File: src/rtl/io_arb_pkg.sv
// Shared types for the IO register-port arbiter: FSM state encoding and
// the read-latency counter width helper.
package io_arb_pkg;

    typedef enum logic [1:0] {
        IDLE    = 2'd0,
        ISSUE   = 2'd1,
        WAIT_RD = 2'd2,
        DONE    = 2'd3
    } arb_state_e;

    // Counter must hold the value RD_LATENCY itself.
    function automatic int unsigned lat_cnt_w(input int unsigned rd_latency);
        return $clog2(rd_latency + 1);
    endfunction

endpackage

File: src/rtl/rr_picker.sv
// Combinational round-robin picker: first set request at or after the
// pointer, scanning upward with wrap.
module rr_picker #(
    parameter int unsigned N     = 2,
    parameter int unsigned IDX_W = (N > 1) ? $clog2(N) : 1
) (
    input  logic [N-1:0]     i_req,
    input  logic [IDX_W-1:0] i_ptr,
    output logic [N-1:0]     o_gnt_c,
    output logic [IDX_W-1:0] o_idx_c,
    output logic             o_valid_c
);

    int unsigned w_j;

    always_comb begin
        o_gnt_c   = '0;
        o_idx_c   = '0;
        o_valid_c = 1'b0;
        w_j       = 0;
        for (int unsigned k = 0; k < N; k++) begin
            w_j = 32'(i_ptr) + k;
            if (w_j >= N) begin
                w_j = w_j - N;
            end
            if (!o_valid_c && i_req[IDX_W'(w_j)]) begin
                o_valid_c              = 1'b1;
                o_gnt_c[IDX_W'(w_j)]   = 1'b1;
                o_idx_c                = IDX_W'(w_j);
            end
        end
    end

endmodule

File: src/rtl/io_bus_arbiter.sv
// Round-robin arbiter and single-outstanding access sequencer sharing the
// processor-side IO register port between NUM_MASTERS requesters.
module io_bus_arbiter
    import io_arb_pkg::*;
#(
    parameter int unsigned NUM_MASTERS = 2,
    parameter int unsigned ADDR_W      = 30,
    parameter int unsigned DATA_W      = 32,
    parameter int unsigned RD_LATENCY  = 1
) (
    input  logic                               Sys_Clock,
    input  logic                               Sys_Reset,
    input  logic [NUM_MASTERS-1:0]             M_Req,
    input  logic [NUM_MASTERS-1:0]             M_Write,
    input  logic [NUM_MASTERS-1:0][ADDR_W-1:0] M_Address,
    input  logic [NUM_MASTERS-1:0][DATA_W-1:0] M_WrData,
    output logic [NUM_MASTERS-1:0]             M_Gnt,
    output logic [NUM_MASTERS-1:0]             M_Done,
    output logic [DATA_W-1:0]                  M_RdData,
    output logic [ADDR_W-1:0]                  Sys_Address,
    output logic [DATA_W-1:0]                  Sys_WrData,
    output logic                               Sys_WrEn,
    output logic                               Sys_RdEn,
    input  logic [DATA_W-1:0]                  Sys_RdData
);

    localparam int unsigned IDX_W = (NUM_MASTERS > 1) ? $clog2(NUM_MASTERS) : 1;
    localparam int unsigned CNT_W = lat_cnt_w(RD_LATENCY);

    arb_state_e r_state;
    arb_state_e w_state_nxt;

    logic [NUM_MASTERS-1:0] r_gnt,     w_gnt_nxt;
    logic [NUM_MASTERS-1:0] r_done,    w_done_nxt;
    logic [DATA_W-1:0]      r_rddata,  w_rddata_nxt;
    logic [ADDR_W-1:0]      r_addr,    w_addr_nxt;
    logic [DATA_W-1:0]      r_wrdata,  w_wrdata_nxt;
    logic                   r_wren,    w_wren_nxt;
    logic                   r_rden,    w_rden_nxt;
    logic                   r_write,   w_write_nxt;
    logic [IDX_W-1:0]       r_idx,     w_idx_nxt;
    logic [IDX_W-1:0]       r_ptr,     w_ptr_nxt;
    logic [CNT_W-1:0]       r_cnt,     w_cnt_nxt;

    logic [NUM_MASTERS-1:0] w_pick_gnt;
    logic [IDX_W-1:0]       w_pick_idx;
    logic                   w_pick_valid;
    logic                   w_rd_last;

    rr_picker #(
        .N     (NUM_MASTERS),
        .IDX_W (IDX_W)
    ) u_picker (
        .i_req     (M_Req),
        .i_ptr     (r_ptr),
        .o_gnt_c   (w_pick_gnt),
        .o_idx_c   (w_pick_idx),
        .o_valid_c (w_pick_valid)
    );

    assign w_rd_last = (r_cnt == CNT_W'(1));

    // State register
    always_ff @(posedge Sys_Clock) begin
        if (!Sys_Reset) begin
            r_state <= IDLE;
        end else begin
            r_state <= w_state_nxt;
        end
    end

    // Next-state logic
    always_comb begin
        w_state_nxt = r_state;
        case (r_state)
            IDLE:    if (w_pick_valid) w_state_nxt = ISSUE;
            ISSUE:   w_state_nxt = r_write ? DONE : WAIT_RD;
            WAIT_RD: if (w_rd_last) w_state_nxt = DONE;
            DONE:    w_state_nxt = IDLE;
            default: w_state_nxt = IDLE;
        endcase
    end

    // Output and datapath next values; the bus outputs double as the
    // latched transaction so they hold their last values while idle.
    always_comb begin
        w_gnt_nxt    = r_gnt;
        w_done_nxt   = '0;
        w_rddata_nxt = r_rddata;
        w_addr_nxt   = r_addr;
        w_wrdata_nxt = r_wrdata;
        w_wren_nxt   = 1'b0;
        w_rden_nxt   = 1'b0;
        w_write_nxt  = r_write;
        w_idx_nxt    = r_idx;
        w_ptr_nxt    = r_ptr;
        w_cnt_nxt    = r_cnt;
        case (r_state)
            IDLE: begin
                w_gnt_nxt = '0;
                if (w_pick_valid) begin
                    w_gnt_nxt    = w_pick_gnt;
                    w_idx_nxt    = w_pick_idx;
                    w_write_nxt  = M_Write[w_pick_idx];
                    w_addr_nxt   = M_Address[w_pick_idx];
                    w_wrdata_nxt = M_WrData[w_pick_idx];
                    w_wren_nxt   = M_Write[w_pick_idx];
                    w_rden_nxt   = !M_Write[w_pick_idx];
                end
            end
            ISSUE: begin
                if (r_write) begin
                    w_done_nxt = r_gnt;
                end else begin
                    w_cnt_nxt = CNT_W'(RD_LATENCY);
                end
            end
            WAIT_RD: begin
                w_cnt_nxt = r_cnt - CNT_W'(1);
                if (w_rd_last) begin
                    w_rddata_nxt = Sys_RdData;
                    w_done_nxt   = r_gnt;
                end
            end
            DONE: begin
                w_gnt_nxt = '0;
                if (r_idx == IDX_W'(NUM_MASTERS - 1)) begin
                    w_ptr_nxt = '0;
                end else begin
                    w_ptr_nxt = r_idx + IDX_W'(1);
                end
            end
            default: begin
                w_gnt_nxt = '0;
            end
        endcase
    end

    // Registered outputs and transaction context
    always_ff @(posedge Sys_Clock) begin
        if (!Sys_Reset) begin
            r_gnt    <= '0;
            r_done   <= '0;
            r_rddata <= '0;
            r_addr   <= '0;
            r_wrdata <= '0;
            r_wren   <= 1'b0;
            r_rden   <= 1'b0;
            r_write  <= 1'b0;
            r_idx    <= '0;
            r_ptr    <= '0;
            r_cnt    <= '0;
        end else begin
            r_gnt    <= w_gnt_nxt;
            r_done   <= w_done_nxt;
            r_rddata <= w_rddata_nxt;
            r_addr   <= w_addr_nxt;
            r_wrdata <= w_wrdata_nxt;
            r_wren   <= w_wren_nxt;
            r_rden   <= w_rden_nxt;
            r_write  <= w_write_nxt;
            r_idx    <= w_idx_nxt;
            r_ptr    <= w_ptr_nxt;
            r_cnt    <= w_cnt_nxt;
        end
    end

    assign M_Gnt       = r_gnt;
    assign M_Done      = r_done;
    assign M_RdData    = r_rddata;
    assign Sys_Address = r_addr;
    assign Sys_WrData  = r_wrdata;
    assign Sys_WrEn    = r_wren;
    assign Sys_RdEn    = r_rden;

endmodule

File: config.mk
export PLATFORM = sky130hd
export DESIGN_NAME = io_bus_arbiter
export DESIGN_NICKNAME = d
export VERILOG_FILES = /design/src/rtl/io_arb_pkg.sv /design/src/rtl/rr_picker.sv /design/src/rtl/io_bus_arbiter.sv
export SDC_FILE = /design/constraint.sdc
export NUM_CORES = 1
export LEC_CHECK = 0
export BUFFER_PORTS_ARGS = -buffer_cell sky130_fd_sc_hd__buf_2
export CORE_MARGIN = 2
export CORE_UTILIZATION = 40
export CTS_BUF_LIST = sky130_fd_sc_hd__clkbuf_16
export CTS_CLUSTER_DIAMETER = 80
export DETAILED_ROUTE_END_ITERATION = 16
export HOLD_SLACK_MARGIN = 0.08
export PLACE_DENSITY = 0.73
export SYNTH_ARGS = -nofsm -noshare
export SYNTH_HDL_FRONTEND = slang
export SYNTH_SLANG_ARGS = --single-unit
File: constraint.sdc
create_clock -name Sys_Clock -period 2 [get_ports Sys_Clock]
set_clock_uncertainty 0.05 [all_clocks]
set_input_delay 0.4 -clock Sys_Clock [delete_from_list [all_inputs] [get_ports Sys_Clock]]
set_output_delay 0.4 -clock Sys_Clock [all_outputs]
set_load 0.1 [all_outputs]
Yosys cells after proc, flatten, opt, wreduce, memory -nomap -nowiden
Index checks and enable logic that the tools add are counted.

$add $sub $neg: 5. Multiply operators: 0. Divide/modulo/power cells: 0. Order comparisons: 7. Eq/ne operators: 6. Shift operators: 0. Muxes and demuxes: 34. Bitwise gates (word level): 1. Reductions and logical operators: 13.

Operators with widths (number): $mux W32 (2); $mux W30 (2); $mux W1 (17); $mux W2 (7); $pmux W2 S2 (2); $pmux W2 S4 (1); $reduce_and A2 Y1 (4); $lt A1 B2 Y1 const B (3); $eq A2 B2 Y1 const B (2); $ne A2 B2 Y1 const B (2); $reduce_bool A2 Y1 (2); $logic_and A1 B1 Y1 (3); $reduce_and A3 Y1 (1); $sub A1 B1 Y1 const B (3); $add A1 B1 Y2 const B (1); $demux W1 S1 (2); $eq A2 B1 Y1 const B (1); $ge A1 B1 Y1 const B (2); $ge A1 B2 Y1 const B (1); $ge A2 B2 Y1 const B (1); $logic_not A1 Y1 (2); $logic_not A2 Y1 (1); $ne A2 B1 Y1 const B (1); $or A2 B2 Y2 (1); 2 further kinds (2).

Register bits after elaboration: 106. Latch bits: 0. Bits in writable memories: 0. Bits in read-only memories: 0. Input port bits: 162. Output and inout port bits: 100. Logic and storage cells: 78. Memories: 0.

Logic depth before layout (Yosys ltp)
Word-level depth: 11. Gate-level depth with buffers: 7. Depth with buffers taken out: 5.

Cells and area by module
A second synthesis with hierarchy kept.

Cells, all modules: 477. Area total of the unflattened synthesis: 4780.8 µm².

Modules (own cells, without submodules): io_bus_arbiter (instances 1, cells an instance 472, area each 4748.3 µm², seq. area each 2122.0 µm²); rr_picker (instances 1, cells an instance 5, area each 32.5 µm², seq. area each 0.0 µm²).

Worst setup path after synthesis
Ideal clock, no wire load.

Kind: reg-to-reg. From: register r_state[0]. To: register r_addr[10] (netlist: Sys_Address[10]). Library setup time: 122 ps. Arrival time: 1341 ps. Required time: 1828 ps. Setup slack: 487 ps. Cell stages (with the launch flop): 8. Path buffers: 2. Clock period less this slack: 1513 ps. Path through: dfxtp_1 > inv_1 > ha_1 > o21a_1 > buf_4 > buf_4 > o21ai_0 > a21oi_1.

Longest elaborated chain between the ends: 2.

Ends and longest elaborated chain: start: declaration (line io_bus_arbiter.sv:30) `arb_state_e r_state;`; start signal: assignment (line io_bus_arbiter.sv:68) `r_state <= w_state_nxt;`; $logic_not A2 Y1 (line io_bus_arbiter.sv:98) `case (r_state)`; $reduce_and A2 Y1 (no line); end signal: assignment (line io_bus_arbiter.sv:157) `r_addr <= w_addr_nxt;`; end: declaration (line io_bus_arbiter.sv:36) `logic [ADDR_W-1:0] r_addr, w_addr_nxt;`.

No other way between the ends. A chain may end at the register's enable or synchronous reset.

Worst setup path in the final report
From: register r_state[0]. To: register r_wrdata[26] (netlist: Sys_WrData[26]).

Longest elaborated chain between the ends: 2.

Ends and longest elaborated chain: $logic_not A2 Y1 (line io_bus_arbiter.sv:98); $reduce_and A2 Y1 (no line); end signal: assignment (line io_bus_arbiter.sv:158) `r_wrdata <= w_wrdata_nxt;`; end: declaration (line io_bus_arbiter.sv:37) `logic [DATA_W-1:0] r_wrdata, w_wrdata_nxt;`.

No other way between the ends.

==> run_results.csv <==
group,metric,value,unit
sta,layout_min_cycle_time,1.80,ns
logic_synthesis,ys_ff_latch,106,
route,wl_per_cell,15.6,µm
clocking,cts_hold_buffers,0,
clocking,cts_max_level,3,
power,swShare,0.565,
global_route,use_met2,0.393,
cells_and_area,drive_above_1_share,0.379,
route,antenna_left,0,
power,power_frac_clock,0.173,
hold_path,holdCritStartpoint,"Sys_RdData[27]",
logic_synthesis,ys_seq_area_frac,0.474,
clocking,clk_pin_slew_worst_paths,0.08,ns
clocking,cts.sinks,106,
sta,worstMarginPinSlew,0.513,ns
global_route,use_met3,0.0415,
logic_synthesis,synth.largest_area_cell,"dfxtp_1",
sta,finalCritPeriodShare,0.901,
logic_synthesis,async_flop_share,0,
power,leakagePower,2.85,nW
floorplanning,die_h,110,µm
logic_synthesis,synth.area.top_cells,"dfxtp_1 47%, o21ai_0 11%, a21oi_1 11%",
hold_path,holdPathEnd,"M_RdData[27]$_SDFFE_PN0P_",
logic_synthesis,post-synth-top-count-cell,"dfxtp_1",
route,route.vias.total,5182,
worst_setup_path,path_max_fanout,44,
power,peakVddDrop,1.15,mV
worst_setup_path,regToRegStartpoint,"r_state[0]$_SDFFE_PN0P_",
sta,finalSetupViolCount,0,
global_route,gr-usage-all-layers,0.231,
global_route,grt-ovfl-total,0,
power,power_density,1840,mW/mm²
power,combPwrFrac,0.564,
sta,max_freq,0.555,GHz
placement,place_inst,924,
logic_synthesis,syn_inst,561,
outcome,status,"finished, final reports clean",
floorplanning,pin_count,262,
route,drc_errors,0,
power,seqPwrFrac,0.263,
worst_setup_path,worst_ep_arrival_time,2.02,ns
route,drt_iter0_markers,355,
logic_synthesis,netlist-cell-type-count,32,
sta,finalHoldViolations,0,
cells_and_area,area_growth,38.4,%
floorplanning,coreArea,0.0109,mm²
clocking,clockBufferDepth,2,
global_route,grtUsageMet1,0.280,
flow_run,drv_cap,0,
cells_and_area,antennaDiodeCount,0,
logic_synthesis,syn_nets,729,
worst_setup_path,r2r_end,"Sys_WrData[26]$_SDFFE_PN0P_",
sta,rsz0062_at_grt,"no",
logic_synthesis,synth_common_cells,"106 x dfxtp_1, 99 x o21ai_0, 97 x a21oi_1",
worst_setup_path,crit_type,"register to register",
clocking,insertion_delay,0.34,ns
sta,holdWs,0.237,ns
logic_synthesis,synth-main-ff-cell,"dfxtp_1",
logic_synthesis,synth_top_area_frac,0.474,
global_route,grt_pass1_vias,4770,
logic_synthesis,yosys_warnings,0,
worst_setup_path,reg2reg_depth,6,
power,finalPower,11.4,mW
cells_and_area,final_cells,940,
hold_path,whs_path_depth,3,
sta,max_slew_margin,0.660,
route,first_pass_iters,7,
sta,setup_tns,0,ns
power,p_int,4.96,mW
clocking,cts_resized,0,
floorplanning,start_util,0.411,
global_route,grt.busiest_layer,"met2",
worst_setup_path,end_kind,"register",
placement,routabilityCongestion,0.899,
floorplanning,dieArea,0.0121,mm²
clocking,post_cts_buffers,0,
route,post_drt_via_cell_ratio,5.51,
floorplanning,die_x,110,µm
logic_synthesis,avgSynthCellArea,7.98,µm²
route,wirelength,14700,µm
clocking,cts_buffers,9,
worst_setup_path,rrSetupSlack,0.20,ns
global_route,grt_pass1_wl,22200,µm
power,switching_power,6.45,mW
placement,dp_hpwl,10400,µm
global_route,antenna_found_initial,0,
cells_and_area,fin_nets,963,
logic_synthesis,synth_edf_count,0,
clocking,cts_root_buffer,"clkbuf_16",
logic_synthesis,synth_area,0.00448,mm²
placement,portBuffers,261,
worst_setup_path,required,2.22,ns
hold_path,hp-class,"input port to register",
worst_setup_path,crit_path_start_kind,"register",
sta,maxSlewViolCount,0,
clocking,cts_tree,"done",
global_route,grt_max_degree,50,
floorplanning,rows,38,
final cells by class:
type	count	area, µm²
Fill cell	1008	4690
Sequential cell	106	2120
Multi-Input combinational cell	393	2060
Timing Repair Buffer	281	1490
Clock buffer	9	225
Tap cell	140	175
Clock inverter	7	106
Inverter	4	15.0
power groups by stage:
stage | clock network (mW) | registers [mW] | logic [mW]
2_1_floorplan | 0 | 6.90 | 1.43
3_3_place_gp | 0 | 3.02 | 6.36
3_5_place_dp | 0 | 3.02 | 6.43
4_1_cts | 2.01 | 2.99 | 6.44
5_1_grt | 2.09 | 3.06 | 6.72
6_report | 1.97 | 3.00 | 6.43
cell families after synthesis:
| logic type | after synthesis | synth area share |
|---|---|---|
| AO/OA/AOI/OAI | 296 | 0.357 |
| adder cells (fa/ha/maj) | 6 | 0.0168 |
| buffers and inverters | 62 | 0.0677 |
| flip-flops | 106 | 0.474 |
| multiplexers | 1 | 0.00224 |
| AND/OR/NAND/NOR | 90 | 0.0819 |
worst max path at each step:
| stage | cells after the start | endpoint | startpoint |
|---|---|---|---|
| finish | 6 | Sys_WrData[26]$_SDFFE_PN0P_ | r_state[0]$_SDFFE_PN0P_ |
| global route | 6 | Sys_WrData[6]$_SDFFE_PN0P_ | r_state[1]$_SDFFE_PN0P_ |
| CTS | 6 | Sys_WrData[24]$_SDFFE_PN0P_ | r_state[0]$_SDFFE_PN0P_ |
| global placement | 7 | Sys_Address[29]$_SDFFE_PN0P_ | r_state[0]$_SDFFE_PN0P_ |
| detailed placement | 6 | Sys_WrData[24]$_SDFFE_PN0P_ | r_state[0]$_SDFFE_PN0P_ |
| floorplan | 7 | Sys_Address[10]$_SDFFE_PN0P_ | r_state[0]$_SDFFE_PN0P_ |
layout by cell type (no fill, tap or decap), drive strengths merged, types with 2 or more instances in the layout:
cell	synthesis	routed
dfxtp	106	106
a31oi	63	63
nor2b	3	3
ha	6	6
clkbuf	21	9
bufinv	0	2
nand3	3	3
nand2	72	72
a211oi	2	2
inv	4	8
a21oi	97	97
o21ai	128	128
nor2	7	7
buf	37	281
a21o	2	2
state kept, by name, indices dropped and copies added, names as in the netlist:
name         flops
Sys_WrData      32
Sys_RdEn         1
r_cnt            1
Sys_Address     30
M_Gnt            2
M_Done           2
r_ptr            1
r_write          1
M_RdData        32
Sys_WrEn         1
r_idx            1
r_state          2
per-stage QoR:
stage | instance area [µm²] | util | worst slack [ns]
2_1_floorplan | 4480 | - | 0.487
3_3_place_gp | 5860 | 0.538 | 0.350
3_5_place_dp | 5860 | 0.538 | 0.240
4_1_cts | 6190 | 0.569 | 0.221
5_1_grt | 6190 | 0.569 | 0.0683
6_report | 6190 | 0.569 | 0.197
worst max-delay path: stages (launching register included):
cell	delay [ns]
dfxtp_1	0.35
inv_1	0.15
ha_1	0.33
o21a_2	0.33
buf_12	0.23
o21ai_0	0.13
a21oi_1	0.15
per-layer routing:
metal,part of all wire,wire (µm)
met5,0,0
met4,0.030,438
met3,0.077,1130
met2,0.49,7210
met1,0.40,5890
Power figures use the tool's default switching activity.
